File: src/rtl/inv_sqrt_sched.sv
// inv_sqrt_sched: round-robin scheduler sharing one pipelined inv_sqrt core.
// Results return with requester ID via a latency-aligned tag pipe.
module inv_sqrt_sched #(
  parameter int N       = 4,
  parameter int LATENCY = 36,
  parameter int MAX_OUT = 8,
  localparam int IDW    = $clog2(N)
) (
  input  logic            clk,
  input  logic            nrst,
  input  logic [N-1:0]    req_valid,
  input  logic [N*32-1:0] req_data,
  output logic [N-1:0]    req_ready,
  output logic [31:0]     core_x_out,
  output logic            core_valid_out,
  input  logic [31:0]     core_y_in,
  input  logic            core_valid_in,
  output logic            rsp_valid,
  output logic [IDW-1:0]  rsp_id,
  output logic [31:0]     rsp_data,
  output logic            busy,
  output logic            err
);

  localparam int CW  = $clog2(MAX_OUT + 1);
  localparam int GW  = $clog2(LATENCY + 2);
  localparam int IW1 = IDW + 1;

  localparam logic [CW-1:0]  CMAX    = CW'(MAX_OUT);
  localparam logic [GW-1:0]  GMAX    = GW'(LATENCY + 1);
  localparam logic [IDW-1:0] ID_LAST = IDW'(N - 1);
  localparam logic [IW1-1:0] N_W     = IW1'(N);

  logic [IDW-1:0] rr_ptr;
  logic [CW-1:0]  cnt_q [N];
  logic [N-1:0]   eligible;
  logic           grant_v;
  logic [IDW-1:0] grant_id;
  logic [31:0]    sel_data;

  logic [31:0]    core_x_q;
  logic           core_v_q;
  logic [IDW-1:0] issue_id_q;

  logic [LATENCY-1:0] tag_v_q;
  logic [IDW-1:0]     tag_id_q [LATENCY];
  logic               tag_v;
  logic [IDW-1:0]     tag_id;

  logic [N-1:0]   inc;
  logic [N-1:0]   dec;
  logic [GW-1:0]  guard_q;
  logic           armed;
  logic           err_q;

  always_comb begin
    for (int i = 0; i < N; i++) begin
      eligible[i] = req_valid[i]
                  & (cnt_q[i] < CMAX)
                  & nrst;
    end
  end

  // scan rr_ptr, rr_ptr+1, ... wrapping at N
  always_comb begin
    logic [IW1-1:0] idx;
    grant_v  = 1'b0;
    grant_id = '0;
    idx      = '0;
    for (int k = 0; k < N; k++) begin
      idx = {1'b0, rr_ptr} + IW1'(k);
      if (idx >= N_W) begin
        idx = idx - N_W;
      end
      if (!grant_v && eligible[idx[IDW-1:0]]) begin
        grant_v  = 1'b1;
        grant_id = idx[IDW-1:0];
      end
    end
  end

  always_comb begin
    req_ready = '0;
    sel_data  = '0;
    for (int i = 0; i < N; i++) begin
      if (grant_v && grant_id == IDW'(i)) begin
        req_ready[i] = 1'b1;
        sel_data     = req_data[32*i +: 32];
      end
    end
  end

  always_ff @(posedge clk) begin
    if (!nrst) begin
      rr_ptr <= '0;
    end else if (grant_v) begin
      if (grant_id == ID_LAST) begin
        rr_ptr <= '0;
      end else begin
        rr_ptr <= grant_id + 1'b1;
      end
    end
  end

  always_ff @(posedge clk) begin
    if (!nrst) begin
      core_v_q   <= 1'b0;
      core_x_q   <= '0;
      issue_id_q <= '0;
    end else begin
      core_v_q <= grant_v;
      if (grant_v) begin
        core_x_q   <= sel_data;
        issue_id_q <= grant_id;
      end
    end
  end

  assign core_x_out     = core_x_q;
  assign core_valid_out = core_v_q;

  always_ff @(posedge clk) begin
    if (!nrst) begin
      tag_v_q <= '0;
      for (int i = 0; i < LATENCY; i++) begin
        tag_id_q[i] <= '0;
      end
    end else begin
      tag_v_q[0]  <= core_v_q;
      tag_id_q[0] <= issue_id_q;
      for (int i = 1; i < LATENCY; i++) begin
        tag_v_q[i]  <= tag_v_q[i-1];
        tag_id_q[i] <= tag_id_q[i-1];
      end
    end
  end

  assign tag_v  = tag_v_q[LATENCY-1];
  assign tag_id = tag_id_q[LATENCY-1];

  // an untagged core result is never forwarded
  assign rsp_valid = core_valid_in & tag_v;
  assign rsp_id    = tag_id;
  assign rsp_data  = core_y_in;

  always_comb begin
    for (int i = 0; i < N; i++) begin
      inc[i] = grant_v && (grant_id == IDW'(i));
      dec[i] = rsp_valid
            && (rsp_id == IDW'(i))
            && (cnt_q[i] != '0);
    end
  end

  for (genvar g = 0; g < N; g++) begin : g_cnt
    always_ff @(posedge clk) begin
      if (!nrst) begin
        cnt_q[g] <= '0;
      end else begin
        unique case ({inc[g], dec[g]})
          2'b10:   cnt_q[g] <= cnt_q[g] + 1'b1;
          2'b01:   cnt_q[g] <= cnt_q[g] - 1'b1;
          default: cnt_q[g] <= cnt_q[g];
        endcase
      end
    end
  end

  always_comb begin
    busy = 1'b0;
    for (int i = 0; i < N; i++) begin
      busy = busy | (cnt_q[i] != '0);
    end
  end

  // core may still drain pre-reset work for LATENCY+1 cycles
  always_ff @(posedge clk) begin
    if (!nrst) begin
      guard_q <= '0;
    end else if (guard_q != GMAX) begin
      guard_q <= guard_q + 1'b1;
    end
  end

  assign armed = (guard_q == GMAX);

  always_ff @(posedge clk) begin
    if (!nrst) begin
      err_q <= 1'b0;
    end else if (armed && (core_valid_in != tag_v)) begin
      err_q <= 1'b1;
    end
  end

  assign err = err_q;

endmodule

File: config.mk
export PLATFORM = sky130hd
export DESIGN_NAME = inv_sqrt_sched
export DESIGN_NICKNAME = d
export VERILOG_FILES = /design/src/rtl/inv_sqrt_sched.sv
export SDC_FILE = /design/constraint.sdc
export NUM_CORES = 1
export LEC_CHECK = 0
export ABC_AREA = 1
export CELL_PAD_IN_SITES_DETAIL_PLACEMENT = 0
export CELL_PAD_IN_SITES_GLOBAL_PLACEMENT = 2
export CORE_UTILIZATION = 23
export CTS_CLUSTER_DIAMETER = 100
export CTS_CLUSTER_SIZE = 10
export DETAILED_ROUTE_END_ITERATION = 10
export HOLD_SLACK_MARGIN = 0.06
export PLACE_DENSITY_LB_ADDON = 0.1
export SLEW_MARGIN = 20
export SYNTH_ARGS = -nofsm -noshare
export SYNTH_HDL_FRONTEND = slang
export SYNTH_SLANG_ARGS = --single-unit
File: constraint.sdc
create_clock -name clk -period 3 [get_ports clk]
set_input_delay 0.3 -clock clk [delete_from_list [all_inputs] [get_ports clk]]
set_output_delay 0.3 -clock clk [all_outputs]
set_load 0.05 [all_outputs]
==> flow_summary.ini, run 1 <==
[clocking]
clkLatencyLatePin_ns = 0.44
numCtsBuffers = 17
h-tree-depth = 4
clock_sinks = 168
cts_tree = built
cts-root-buf = clkbuf_16
path_clk_slew_ns = 0.07
clockBufferDepth = 2

[yosys]
synthMostInstantiatedCell = nand2_1
synth-async-reset-ratio_pct = 0
syn_nets = 1299
yosysTopAreaCellShare_pct = 39.0
synth_cell_types = 36
syn_area_mm2 = 0.00780
syn_inst = 1110
yosys_most_used_dff = dfxtp_1
ys_top_cells_by_area = dfxtp_1, nand2_1, inv_1
synth_common_cells = nand2_1, inv_1, dfxtp_1
synth_top_area_cell = dfxtp_1
syn-mean-instance-area_um2 = 7.03
synth_warnings = 0
seq_area_frac_synth_pct = 45.1
ys_seq_elements = 168
synth-edff-count = 16

[power]
comb_power_share_pct = 64.5
pwr-share-seq_pct = 19.7
internal_power_w = 0.00782
p_leak_nw = 5.68
power-per-cell-area_mw_per_mm2 = 1330
p_clk_share_pct = 15.7
irDropWorstVdd_v = 0.000669
sw_frac_of_total_pct = 47.6
total_power_w = 0.0149
power.switching_w = 0.00710

[global_route]
antenna_found_initial = 2
grt_overflow = 0
grt_max_degree = 81
grt_pass1_wl_um = 37700
grt_pass1_vias = 6847
track_usage_pct = 14.5

[drt]
routed_wl_um = 24400
m1WireLength_um = 11500
drt_pass1_iterations = 6
maxUsedRoutingLayer = met4
ant_nets = 0
met3WireLength_um = 878
wl_met2_um = 11600
viasPerCell = 3.92
post_drt_wl_per_cell_um = 13.9
drt_iter0_markers = 320
drc_errors = 0
route.vias.total = 6891

[sta]
skew_ns = 0.0102
finalHoldViolations = 0
finalSetupViolations = 0
finalMaxSlewViolations = 0
whs_ns = 0.407
relSlewSlack_pct = 40.8
fin_crit_sh_pct = 95.3
period_minus_slack_ns = 2.86
clock.fmax_mhz = 350
rsz0062_at_grt = yes
tightest_slew_ns = 0.888

[finish]
fill_cells = 3587
fin_nets = 1484
drive_gt1_share_pct = 12.2
ff_latch_area_mm2 = 0.00353
area_growth_pct = 43.3
multi_input_area_mm2 = 0.00324

[critical_path]
slowest_stage = edfxtp_1
r2r_end = cnt_q[2][1]
slowest_delay_ns = 0.44
critPathArrivalTime_ns = 2.56
cp_cell_sequence = buf_4 > nor2_1 > nand2_1 > nand3_1 > o21ai_4 > nand4_1 > o211ai_1 > o21ai_1 > nand2_2 > buf_4 > ha_4 > nand2_4 > inv_2 > buf_12 > buf_12
startpoint_type = register
cp_max_fo = 26
rr_worst_depth = 18
path_class = reg -> out
crit_end = req_ready[2]
rr_startpoint = cnt_q[2][3]
r2r_setup_slack_ns = 0.14
cp-end-kind = output port
critPathLaunch = cnt_q[2][3]
cp.required_ns = 2.70

[floorplan]
num_io_pins = 241
start_util_pct = 23.3
placementRows = 67
coreArea_mm2 = 0.0334
dieArea_mm2 = 0.0347
die_h_um = 186
fp.dieW_um = 186

[placement]
hpwl_um = 16900
gp_congestion = 0.777
port_buffers = 176

[job]
maxCapViolCount = 0

[min_path]
hp-class = reg -> reg

[run_status]
status = finished clean
## placed cells by master, fill, tap and decap left out, drive strengths merged
cell type / Yosys / final
or2: 1 / 1
dfxtp: 152 / 152
clkdlybuf4s50: 0 / 170
nand4: 15 / 15
o21ai: 51 / 51
edfxtp: 16 / 16
nor4: 1 / 1
nand3: 61 / 61
diode: 0 / 2
a31oi: 2 / 2
dlymetal6s2s: 0 / 1
o32ai: 1 / 1
o31ai: 1 / 1
a21oi: 23 / 23
ha: 22 / 22
clkbuf: 27 / 17
xnor2: 7 / 7
nand2: 382 / 382
xor2: 9 / 9
o22ai: 3 / 3
inv: 187 / 191
clkinv: 9 / 15
nor3: 3 / 3
buf: 55 / 76
nor2: 77 / 77
o21a: 1 / 1
bufinv: 0 / 2
or4: 2 / 2
o211ai: 2 / 2
bufbuf: 0 / 1
clkinvlp: 0 / 3
## worst max-delay path: cells and delay by family, from the launching register on
family          cells  cell delay (ns)
fa+ha+maj           1             0.16
simple gates        6             0.54
flops               1             0.44
buf+inv             5             0.69
compound gates      3             0.28
## area by class of cell
cell class	instances	share of cell area [%]
inverters	196	6.82
multi-input cells	664	29.0
clock inverters	15	1.85
repair buffers	248	22.0
flip-flops and latches	168	31.5
diodes	2	0.0447
clock buffers	17	3.80
well taps	448	5.01
## sequential cells by signal (all words and copies together) (netlist names)
name / count
tag_v_q: 36
tag_id_q: 72
rr_ptr: 2
cnt_q: 16
core_valid_out: 1
core_x_out: 32
issue_id_q: 2
guard_q: 6
err: 1
## cell families after synthesis
family	synth area share (%)
flops	45.1
buf+inv	15.7
simple gates	28.1
fa+ha+maj	3.53
xor+xnor	1.80
compound gates	5.69
## routing by layer
layer | track usage [%] | vias up
met5 | 0 | -
met2 | 24.8 | 122
met3 | 2.86 | 19
met1 | 18.4 | 3065
met4 | 4.07 | 0
li1 | - | 3685
## worst min-delay path by stage
stage	from	end	slack, ns	cells past startpoint
final	tag_id_q[6][6]	tag_id_q[7][0]	0.41	2
after global routing	tag_id_q[7][1]	tag_id_q[7][3]	0.42	2
after CTS	tag_id_q[6][2]	tag_id_q[6][4]	0.41	2
after detailed placement	tag_id_q[8][4]	tag_id_q[8][6]	0.40	2
after global placement	tag_id_q[7][6]	tag_id_q[8][0]	0.39	2
after floorplan	tag_id_q[0][0]	tag_id_q[0][2]	0.39	2
## stage by stage
| step | instances | util (%) | setup slack, ns | setup TNS, ns | area (um^2) |
|---|---|---|---|---|---|
| 4_1_cts | 1749 | 33.0 | 0.00406 | 0 | 11000 |
| 3_5_place_dp | 1703 | 30.5 | -0.190 | -6.46 | 10200 |
| 3_3_place_gp | 1703 | 30.5 | -0.206 | -6.43 | 10200 |
| 6_report | 1758 | 33.4 | 0.141 | 0 | 11200 |
| 5_1_grt | 1758 | 33.4 | -0.0379 | -0.0846 | 11200 |
| 2_1_floorplan | 1110 | - | -0.0424 | -0.170 | 7880 |
## power groups by stage
stage	combinational (W)	clock [W]	sequential (W)
5_1_grt	0.0108	0.00253	0.00298
4_1_cts	0.00953	0.00245	0.00293
2_1_floorplan	0.00520	0	0.00353
3_3_place_gp	0.00882	0	0.00298
3_5_place_dp	0.00884	0	0.00297
6_report	0.00962	0.00235	0.00294
## repair_timing
action,in CTS,in global routing
hold buffers,0,0
pin swaps,6,17
gates cloned,1,0
buffers inserted,13,8
setup endpoints to repair,4,54
gates resized for setup,19,37
Note: power is estimated with default switching activity, not from simulation.
==> run 2: changes to the inputs <==
--- a/config.mk
+++ b/config.mk
@@ -7,11 +7,12 @@
 export LEC_CHECK = 0
 export ABC_AREA = 1
 export CELL_PAD_IN_SITES_DETAIL_PLACEMENT = 0
-export CELL_PAD_IN_SITES_GLOBAL_PLACEMENT = 2
-export CORE_UTILIZATION = 23
+export CELL_PAD_IN_SITES_GLOBAL_PLACEMENT = 1
+export CORE_UTILIZATION = 40
 export CTS_CLUSTER_DIAMETER = 100
 export CTS_CLUSTER_SIZE = 10
 export DETAILED_ROUTE_END_ITERATION = 10
+export DONT_BUFFER_PORTS = 1
 export HOLD_SLACK_MARGIN = 0.06
 export PLACE_DENSITY_LB_ADDON = 0.1
 export SLEW_MARGIN = 20
==> run 2 against run 1 <==
  * Die area is 42% lower
  * Non-clock buffer count fell by 204
  * Clock-buffer cell count increased by 1
  * Cell area decreased by 21%
  * Routed wire length is 23% lower
  * Final cell count decreased by 22%
  * Largest cell class unchanged
==> flow_summary.ini, run 2 (synthesis gave the netlist of run 1 again) <==
[global_route]
grt_overflow = 0
grt_max_degree = 130
grt_pass1_wl_um = 29400
grt_pass1_vias = 5793
antenna_found_initial = 0
track_usage_pct = 18.9

[critical_path]
startpoint_type = register
path_class = reg -> out
cp-end-kind = output port
slowest_stage = edfxtp_1
slowest_delay_ns = 0.43
cp.required_ns = 2.70
cp_max_fo = 5
rr_worst_depth = 17
r2r_setup_slack_ns = 0.17
rr_startpoint = cnt_q[0][3]
r2r_end = cnt_q[0][3]
critPathArrivalTime_ns = 2.57
cp_cell_sequence = inv_2 > nand4_1 > nand3_2 > nand2_4 > inv_2 > nand2_1 > o211ai_1 > o21ai_1 > nand2_2 > buf_4 > inv_1 > ha_4 > nand2_2 > inv_4 > buf_12 > buf_12

[drt]
route.vias.total = 6149
ant_nets = 0
drt_pass1_iterations = 5
routed_wl_um = 18700
viasPerCell = 4.51
post_drt_wl_per_cell_um = 13.7
drc_errors = 0
drt_iter0_markers = 284

[run_status]
status = finished clean

[clocking]
cts-root-buf = clkbuf_16
clock_sinks = 168
clockBufferDepth = 2
h-tree-depth = 4
cts_tree = built
numCtsBuffers = 17
path_clk_slew_ns = 0.07
clkLatencyLatePin_ns = 0.43

[finish]
diodes = 0
drive_gt1_share_pct = 10.9
area_growth_pct = 13.9
fill_cells = 1964
largest_reg_flops = 72
layout_commonest_cell = nand2_1
final_cell_mix = nand2_1, inv_1, dfxtp_1
fin_nets = 1280
largest-register = tag_id_q
design_area_mm2 = 0.00889

[sta]
period_minus_slack_ns = 2.87
fin_crit_sh_pct = 95.8
tightest_slew_ns = 0.596
clock.fmax_mhz = 348
rsz0062_at_grt = yes
finalMaxSlewViolations = 0
finalHoldViolations = 0
whs_ns = 0.0843
finalSetupViolations = 0
relSlewSlack_pct = 60.2
final.setup.worst_slack_ns = 0.126
skew_ns = 0.0122

[floorplan]
coreArea_mm2 = 0.0189
start_util_pct = 41.3
die_h_um = 142
fp.dieW_um = 142
num_io_pins = 241
placementRows = 50
dieArea_mm2 = 0.0201

[placement]
dpl_cell_area_mm2 = 0.00794
gp_congestion = 0.795
place_ws_ns = -0.0631
hpwl_um = 12400
port_buffers = 0

[min_path]
min_to = cnt_q[0][1]
holdPathStages = 1
hp-class = in -> reg
hp-start = nrst

[job]
maxCapViolCount = 0
==> run 2: cell count changes in the layout (fill, tap and decap cells not counted), sizes merged <==
cell           before  now
buf                76   42
bufbuf              1    0
bufinv              2    3
dlygate4sd3         0    1
diode               2    0
inv               191  192
clkbuf             17   19
clkinv             15   11
clkdlybuf4s50     170    0
dlymetal6s2s        1    0
==> run 2: timing repair <==
| action | 4_1_cts | 5_1_grt |
|---|---|---|
| pin swaps | 3 | 11 |
| hold endpoints to repair | 129 | 0 |
| gates resized for setup | 9 | 37 |
| hold buffers | 2 | 0 |
| cloned | 0 | 1 |
| endpoints found under the setup margin | 10 | 26 |
| setup buffers | 2 | 13 |
==> run 2: critical path: cells and delay by family, from the launching register on <==
| kind | cells | cell delay, ns |
|---|---|---|
| AND/OR/NAND/NOR | 6 | 0.63 |
| adder cells (fa/ha/maj) | 1 | 0.18 |
| buffers and inverters | 7 | 0.65 |
| AO/OA/AOI/OAI | 2 | 0.26 |
| flip-flops | 1 | 0.43 |
==> run 2: layout make-up <==
type | count | area, um^2 | area share, %
clock inverters | 13 | 181 | 2.04
well taps | 260 | 325 | 3.66
multi-input cells | 664 | 3220 | 36.2
repair buffers | 44 | 448 | 5.04
flip-flops and latches | 168 | 3530 | 39.7
clock buffers | 18 | 439 | 4.94
inverters | 196 | 753 | 8.47
==> run 2: metal layers <==
metal,track usage [%],part of all wire (%),vias to the layer above
li1,-,-,3265
met1,24.1,48,2709
met2,31.4,46,148
met3,3.85,5.0,27
met4,7.07,1.9,0
met5,0,0,-
==> run 2: stage by stage <==
stage | util [%] | cells | TNS, ns
final | 47.1 | 1363 | 0
after global routing | 47.1 | 1363 | -0.0909
after CTS | 45.7 | 1349 | 0
after detailed placement | 42.0 | 1314 | -0.0995
after global placement | 42.0 | 1314 | -0.0574
after floorplan | - | 1110 | -0.170
==> run 2: how the worst max path moves through the flow <==
stage                      from           end  slack (ns)  depth (start not counted)
finish              cnt_q[0][3]  req_ready[1]        0.13                         16
CTS                 cnt_q[0][3]  req_ready[1]        0.01                         15
global route        cnt_q[0][3]  req_ready[1]       -0.04                         16
floorplan                  nrst   cnt_q[0][0]       -0.04                         18
global placement      rr_ptr[0]   cnt_q[2][2]       -0.06                         22
detailed placement    rr_ptr[0]   cnt_q[2][2]       -0.06                         22
Power of run 2 is left out: the tool's default activity adds up to more than one toggle a clock period on the data nets, which glitch-free logic cannot reach.
==> run 3: changes to the inputs <==
--- a/config.mk
+++ b/config.mk
@@ -6,6 +6,7 @@
 export NUM_CORES = 1
 export LEC_CHECK = 0
 export ABC_AREA = 1
+export CAP_MARGIN = 20
 export CELL_PAD_IN_SITES_DETAIL_PLACEMENT = 0
 export CELL_PAD_IN_SITES_GLOBAL_PLACEMENT = 1
 export CORE_UTILIZATION = 40
@@ -13,6 +14,7 @@
 export CTS_CLUSTER_SIZE = 10
 export DETAILED_ROUTE_END_ITERATION = 10
 export DONT_BUFFER_PORTS = 1
+export GPL_ROUTABILITY_DRIVEN = 1
 export HOLD_SLACK_MARGIN = 0.06
 export PLACE_DENSITY_LB_ADDON = 0.1
 export SLEW_MARGIN = 20
==> results of run 3 <==
No change in the layout: final DEF, timing and power equal those of run 2.
Power of run 3 is left out for the same reason.
